### src/rtl/ccc_reconfig_pkg.sv
// Shared opcodes, FSM state encoding and default bus widths for the CCC
// dynamic-configuration APB initiator.
package ccc_reconfig_pkg;

   localparam int CCC_ADDR_W = 6;
   localparam int CCC_DATA_W = 8;

   localparam logic [1:0] OP_READ   = 2'b00;
   localparam logic [1:0] OP_WRITE  = 2'b01;
   localparam logic [1:0] OP_COMMIT = 2'b10;
   localparam logic [1:0] OP_RSVD   = 2'b11;

   typedef enum logic [2:0] {
      IDLE     = 3'd0,
      SETUP    = 3'd1,
      ACCESS   = 3'd2,
      RESP     = 3'd3,
      PLLRST   = 3'd4,
      LOCKWAIT = 3'd5
   } state_e;

endpackage

### src/rtl/ccc_lock_sync.sv
// Two-flop synchronizer bringing the asynchronous CCC LOCK into the PCLK domain.
module ccc_lock_sync (
   input  logic clk,
   input  logic rst,
   input  logic async_in,
   output logic sync_out
);

   logic meta_q;
   logic meta_d;
   logic sync_q;
   logic sync_d;

   // Next values: the first stage samples the raw input, the second the first.
   always_comb begin
      meta_d = async_in;
      sync_d = meta_q;
   end

   // Synchronizer stages, cleared by the synchronous reset.
   always_ff @(posedge clk) begin
      if (rst) begin
         meta_q <= 1'b0;
         sync_q <= 1'b0;
      end else begin
         meta_q <= meta_d;
         sync_q <= sync_d;
      end
   end

   assign sync_out = sync_q;

endmodule

### src/rtl/ccc_apb_reconfig.sv
// APB initiator for the FCCC/CCC dynamic-configuration port. Runs single
// read/write accesses (fixed SETUP/ACCESS, no PREADY on the responder) and a
// commit sequence that pulses the PLL reset and waits for LOCK with a timeout.
//
// Host handshake: a request is taken on the PCLK edge where REQ_VALID and
// REQ_READY are both high; REQ_READY is high only while the FSM is idle, so
// request inputs are ignored while BUSY. Exactly one RSP_VALID pulse follows
// every accepted request (unless PRESET aborts it) and the host must take it
// in that cycle, since there is no response backpressure.
module ccc_apb_reconfig import ccc_reconfig_pkg::*; #(
   parameter int RST_CYCLES   = 8,
   parameter int LOCK_TIMEOUT = 4096,
   parameter int ADDR_W       = CCC_ADDR_W,
   parameter int DATA_W       = CCC_DATA_W
) (
   input  logic              PCLK,
   input  logic              PRESET,
   input  logic              REQ_VALID,
   output logic              REQ_READY,
   input  logic [1:0]        REQ_OP,
   input  logic [ADDR_W-1:0] REQ_ADDR,
   input  logic [DATA_W-1:0] REQ_WDATA,
   output logic              RSP_VALID,
   output logic [DATA_W-1:0] RSP_RDATA,
   output logic              RSP_ERR,
   output logic              PSEL,
   output logic              PENABLE,
   output logic              PWRITE,
   output logic [ADDR_W-1:0] PADDR,
   output logic [DATA_W-1:0] PWDATA,
   input  logic [DATA_W-1:0] PRDATA,
   output logic              PLL_ARST_N,
   input  logic              LOCK,
   output logic              LOCKED,
   output logic              BUSY
);

   // Counters are sized to hold their terminal value so they never wrap.
   localparam int RST_W  = $clog2(RST_CYCLES + 1);
   localparam int LOCK_W = $clog2(LOCK_TIMEOUT + 1);
   localparam logic [RST_W-1:0]  RST_LAST  = RST_W'(RST_CYCLES);
   localparam logic [LOCK_W-1:0] LOCK_LAST = LOCK_W'(LOCK_TIMEOUT);

   state_e              state_q, state_d;
   logic                req_ready_q, req_ready_d;
   logic                busy_q, busy_d;
   logic                psel_q, psel_d;
   logic                penable_q, penable_d;
   logic                pwrite_q, pwrite_d;
   logic [ADDR_W-1:0]   paddr_q, paddr_d;
   logic [DATA_W-1:0]   pwdata_q, pwdata_d;
   logic                rsp_valid_q, rsp_valid_d;
   logic                rsp_err_q, rsp_err_d;
   logic [DATA_W-1:0]   rsp_rdata_q, rsp_rdata_d;
   logic                pll_arst_n_q, pll_arst_n_d;
   logic [RST_W-1:0]    rst_cnt_q, rst_cnt_d;
   logic [LOCK_W-1:0]   lock_cnt_q, lock_cnt_d;
   logic [LOCK_W-1:0]   lock_cnt_inc;
   logic                locked_sync;

   ccc_lock_sync u_lock_sync (
      .clk      (PCLK),
      .rst      (PRESET),
      .async_in (LOCK),
      .sync_out (locked_sync)
   );

   assign lock_cnt_inc = lock_cnt_q + LOCK_W'(1);

   // Next-state and next-output logic; every output is the flop of its _d value.
   always_comb begin
      state_d      = state_q;
      psel_d       = psel_q;
      penable_d    = penable_q;
      pwrite_d     = pwrite_q;
      paddr_d      = paddr_q;
      pwdata_d     = pwdata_q;
      rsp_valid_d  = 1'b0;
      rsp_err_d    = 1'b0;
      rsp_rdata_d  = '0;
      pll_arst_n_d = pll_arst_n_q;
      rst_cnt_d    = rst_cnt_q;
      lock_cnt_d   = lock_cnt_q;

      unique case (state_q)
         IDLE: begin
            if (REQ_VALID) begin
               case (REQ_OP)
                  OP_READ, OP_WRITE: begin
                     state_d   = SETUP;
                     psel_d    = 1'b1;
                     penable_d = 1'b0;
                     pwrite_d  = (REQ_OP == OP_WRITE);
                     paddr_d   = REQ_ADDR;
                     pwdata_d  = REQ_WDATA;
                  end
                  OP_COMMIT: begin
                     state_d      = PLLRST;
                     pll_arst_n_d = 1'b0;
                     rst_cnt_d    = RST_W'(1);
                  end
                  default: begin
                     // Reserved opcode: answer with an error, touch nothing.
                     state_d     = RESP;
                     rsp_valid_d = 1'b1;
                     rsp_err_d   = 1'b1;
                  end
               endcase
            end
         end
         SETUP: begin
            state_d   = ACCESS;
            penable_d = 1'b1;
         end
         ACCESS: begin
            // PRDATA is taken at the end of the enable phase; writes return 0.
            state_d     = RESP;
            psel_d      = 1'b0;
            penable_d   = 1'b0;
            rsp_valid_d = 1'b1;
            rsp_rdata_d = pwrite_q ? '0 : PRDATA;
         end
         RESP: begin
            state_d = IDLE;
         end
         PLLRST: begin
            if (rst_cnt_q == RST_LAST) begin
               state_d      = LOCKWAIT;
               pll_arst_n_d = 1'b1;
               lock_cnt_d   = '0;
            end else begin
               rst_cnt_d = rst_cnt_q + RST_W'(1);
            end
         end
         LOCKWAIT: begin
            // A lock seen in the final wait cycle still counts as success.
            if (locked_sync) begin
               state_d     = RESP;
               rsp_valid_d = 1'b1;
            end else if (lock_cnt_inc == LOCK_LAST) begin
               state_d     = RESP;
               rsp_valid_d = 1'b1;
               rsp_err_d   = 1'b1;
               lock_cnt_d  = lock_cnt_inc;
            end else begin
               lock_cnt_d = lock_cnt_inc;
            end
         end
         default: begin
            state_d = IDLE;
         end
      endcase

      req_ready_d = (state_d == IDLE);
      busy_d      = (state_d != IDLE);
   end

   // State and registered outputs; PRESET aborts any sequence in progress.
   always_ff @(posedge PCLK) begin
      if (PRESET) begin
         state_q      <= IDLE;
         req_ready_q  <= 1'b1;
         busy_q       <= 1'b0;
         psel_q       <= 1'b0;
         penable_q    <= 1'b0;
         pwrite_q     <= 1'b0;
         paddr_q      <= '0;
         pwdata_q     <= '0;
         rsp_valid_q  <= 1'b0;
         rsp_err_q    <= 1'b0;
         rsp_rdata_q  <= '0;
         pll_arst_n_q <= 1'b1;
         rst_cnt_q    <= '0;
         lock_cnt_q   <= '0;
      end else begin
         state_q      <= state_d;
         req_ready_q  <= req_ready_d;
         busy_q       <= busy_d;
         psel_q       <= psel_d;
         penable_q    <= penable_d;
         pwrite_q     <= pwrite_d;
         paddr_q      <= paddr_d;
         pwdata_q     <= pwdata_d;
         rsp_valid_q  <= rsp_valid_d;
         rsp_err_q    <= rsp_err_d;
         rsp_rdata_q  <= rsp_rdata_d;
         pll_arst_n_q <= pll_arst_n_d;
         rst_cnt_q    <= rst_cnt_d;
         lock_cnt_q   <= lock_cnt_d;
      end
   end

   assign REQ_READY  = req_ready_q;
   assign BUSY       = busy_q;
   assign PSEL       = psel_q;
   assign PENABLE    = penable_q;
   assign PWRITE     = pwrite_q;
   assign PADDR      = paddr_q;
   assign PWDATA     = pwdata_q;
   assign RSP_VALID  = rsp_valid_q;
   assign RSP_ERR    = rsp_err_q;
   assign RSP_RDATA  = rsp_rdata_q;
   assign PLL_ARST_N = pll_arst_n_q;
   assign LOCKED     = locked_sync;

endmodule
### config.mk
export PLATFORM = sky130hd
export DESIGN_NAME = ccc_apb_reconfig
export DESIGN_NICKNAME = d
export VERILOG_FILES = /design/src/rtl/ccc_reconfig_pkg.sv /design/src/rtl/ccc_lock_sync.sv /design/src/rtl/ccc_apb_reconfig.sv
export SDC_FILE = /design/constraint.sdc
export NUM_CORES = 1
export LEC_CHECK = 0
export CORE_MARGIN = 2
export CORE_UTILIZATION = 45
export DETAILED_ROUTE_END_ITERATION = 10
export PLACE_DENSITY_LB_ADDON = 0.25
export SYNTH_ARGS = -nofsm -noshare
export SYNTH_HDL_FRONTEND = slang
export SYNTH_SLANG_ARGS = --single-unit
### constraint.sdc
create_clock -name PCLK -period 5.6 [get_ports PCLK]
set_input_delay 1.12 -clock PCLK [delete_from_list [all_inputs] [get_ports PCLK]]
set_output_delay 1.12 -clock PCLK [all_outputs]
set_load 0.01 [all_outputs]
==> key figures <==
Outcome
  • Status: completed

Synthesis
  • Instance count of the mapped netlist: 269
  • Synth area leaders: dfxtp_1 47%, nand2_1 7.1%, a21oi_1 6.3%, nor2_1 5.0%, and2_1 2.8%
  • Syn_nets: 300
  • Synth unique cells: 43
  • Async SR Flop Fraction: 0
  • Number of synthesized register bits: 52
  • Seq/Total Area, Yosys: 0.467
  • Synth Area per Inst: 8.29 um2
  • Post-synth EDFFs: 0
  • Synth top area share: 0.467
  • Post-synth top cells: 52 x dfxtp_1, 42 x nand2_1, 30 x nor2_1
  • YS warnings: 0
  • Post-synth top area cell: dfxtp_1
  • Synth Cell Area: 2230 um2
  • Count leader, synth: dfxtp_1
  • Prevailing post-synth register cell: dfxtp_1

Routing
  • Post-detailed-route count of antenna-violating nets: 0
  • DR vias: 1990
  • DR WL/cell: 12.3 um
  • First-pass DRT Iterations: 6
  • Vias per cell: 5.17
  • DRT iter0 DRCs: 147
  • Post-route DRC: 0
  • Total wire length: 4730 um

Global route
  • Largest net degree at the start of global routing: 42
  • Vias in the first global route: 1722
  • First-pass GRT wire length: 7550 um
  • Total grt overflow: 0
  • Initial antenna violation count: 0
  • All-Layer GR Usage: 0.175

Floorplan
  • Core Rows: 25
  • Chip width: 74.4 um
  • Boundary pin count: 59
  • Starting Density: 0.469
  • Die H: 74.4 um
  • Core area: 4750 um2
  • Die area: 5540 um2

Critical path
  • WP data arrival: 3.13 ns
  • CP most frequent cell: nor2_1
  • Startpoint types: input port
  • Crit-path cells: clkdlybuf4s50_1 -> nor4b_1 -> nand2b_1 -> a22oi_1 -> nor2_1 -> a21oi_1 -> nor2_1
  • Crit path largest cell delay: 0.50 ns
  • Slowest CP cell: clkdlybuf4s50_1
  • Critical path peak fanout: 16
  • Crit path kind: input port to flop
  • CP required: 5.79 ns
  • Worst R2R Path Depth: 7
  • Crit path capture type: flop

Final layout
  • Layout area overhead: 30.5%
  • Share of cells above drive strength 1: 0.0472
  • # diodes: 0
  • Final core utilization: 0.612
  • Number of nets in the layout: 348
  • Design area: 2910 um2

CTS
  • CTS tree: yes
  • Clock transition at path regs: 0.09 ns
  • Hold_buf cts: 0
  • Clock sink count: 52
  • Root Driver: clkbuf_8
  • PostCTS Resize Cnt: 0
  • CTS Buf Count: 5
  • Total number of H-tree levels: 2
  • Clk buf depth: 2
  • Worst-Skew Late Latency: 0.31 ns
  • # Post-CTS Setup Buffers: 0

Timing
  • Final period util: 0.525
  • Max transition margin: 0.355
  • Unrepaired setup endpoints after global routing: no
  • Worst slew pin tran: 0.964 ns
  • Fin Clk Skew: 0.00445 ns
  • Minimum clock period: 2.94 ns
  • Final Hold Viols: 0
  • Slew Viols, Final: 0
  • Setup Viol. Count Final: 0
  • Max Freq: 0.340 GHz
  • Sum Neg Setup Slack: 0 ns

Placement
  • I/O Buffers: 58
  • DP Area: 2820 um2
  • Post-DP HPWL: 3330 um
  • Final Wtd Congestion: 0.869

Power
  • Total Power: 0.000749 W
  • VDD IR max: 0.000135 V
  • Pleak: 1.02 nW
  • Pwr per Cell Area: 257 nW/um2

Run
  • # Max-Cap Violations: 0

Hold path
  • Hold Path Stages: 1
  • Hold Path Class: flop to flop
-- through the flow --
step | hold WS (ns) | setup slack [ns] | std cells
finish | 0.446 | 2.66 | 385
global placement | 0.421 | 2.45 | 377
detailed placement | 0.422 | 2.34 | 377
CTS | 0.445 | 2.67 | 385
global route | 0.475 | 2.47 | 385
floorplan | 0.414 | 3.27 | 269
-- flip-flops by register name, indices dropped and copies added, names as in the netlist, 3 cells and up --
signal,cells
rst_cnt_q,4
PADDR,6
state_q,3
PWDATA,8
lock_cnt_q,13
RSP_RDATA,8
-- where the power goes --
group | switching, W | internal, W | total (W)
Clock | 0.000126 | 0.0000911 | 0.000217
Sequential | 0.0000161 | 0.000392 | 0.000408
Combinational | 0.0000560 | 0.0000685 | 0.000124
-- area by class of cell --
class	count	area, um2
Multi-Input combinational cell	195	1090
Clock inverter	3	25.0
Fill cell	448	1840
Inverter	3	11.3
Timing Repair Buffer	60	596
Sequential cell	52	1040
Tap cell	67	83.8
Clock buffer	5	68.8
-- cells by family (layout without fill, tap and decap cells) --
logic type                 Yosys count  count (layout)  synth area share
adders and majority gates            3               3            0.0168
AOI/OAI and AO/OA                   63              63             0.180
buffers and inverters               22              71            0.0466
DFF                                 52              52             0.467
and+or+nand+nor                    121             121             0.258
xor gates and xnor gates             7               7            0.0275
muxes                                1               1           0.00449
-- metal layers --
layer / wire length [um] / GRT usage / vias to the layer above
li1: - / - / 1030
met1: 2240 / 0.228 / 895
met2: 2110 / 0.277 / 58
met3: 310 / 0.0474 / 7
met4: 65 / 0.0694 / 0
met5: 0 / 0 / -
-- path summary, 6_finish.rpt --
path	end	slack (ns)	startpoint
min	u_lock_sync.sync_out$_SDFF_PP0_	0.45	u_lock_sync.meta_q$_SDFF_PP0_
max	PENABLE$_SDFFE_PP0P_	2.66	REQ_VALID
min reg2reg	u_lock_sync.sync_out$_SDFF_PP0_	0.45	u_lock_sync.meta_q$_SDFF_PP0_
max reg2reg	REQ_READY$_SDFF_PP1_	3.25	lock_cnt_q[0]$_SDFFE_PP0P_
-- cell usage in the layout (no fill, tap or decap), types with 2 or more instances in the layout --
master	count
nand2_1	42
and2_1	10
a31oi_1	4
inv_6	2
o22ai_1	2
o21ai_0	7
buf_4	2
inv_1	3
a22oi_1	3
or3_1	3
xnor2_1	4
o31a_1	3
nand4_1	3
a211oi_1	4
nand3_1	9
and4_1	2
nor2_1	30
or2_2	2
nor2b_1	3
clkbuf_8	5
dfxtp_1	52
clkdlybuf4s50_1	58
a21oi_1	28
ha_1	3
nor3_1	9
o21a_1	2
xor2_1	3
a311oi_1	4
-- critical path, delay by kind of cell --
kind            cells  cell delay [ns]
compound gates      2             0.40
buf+inv             1             0.50
simple gates        4             1.11
(Power assumes the default switching activity.)
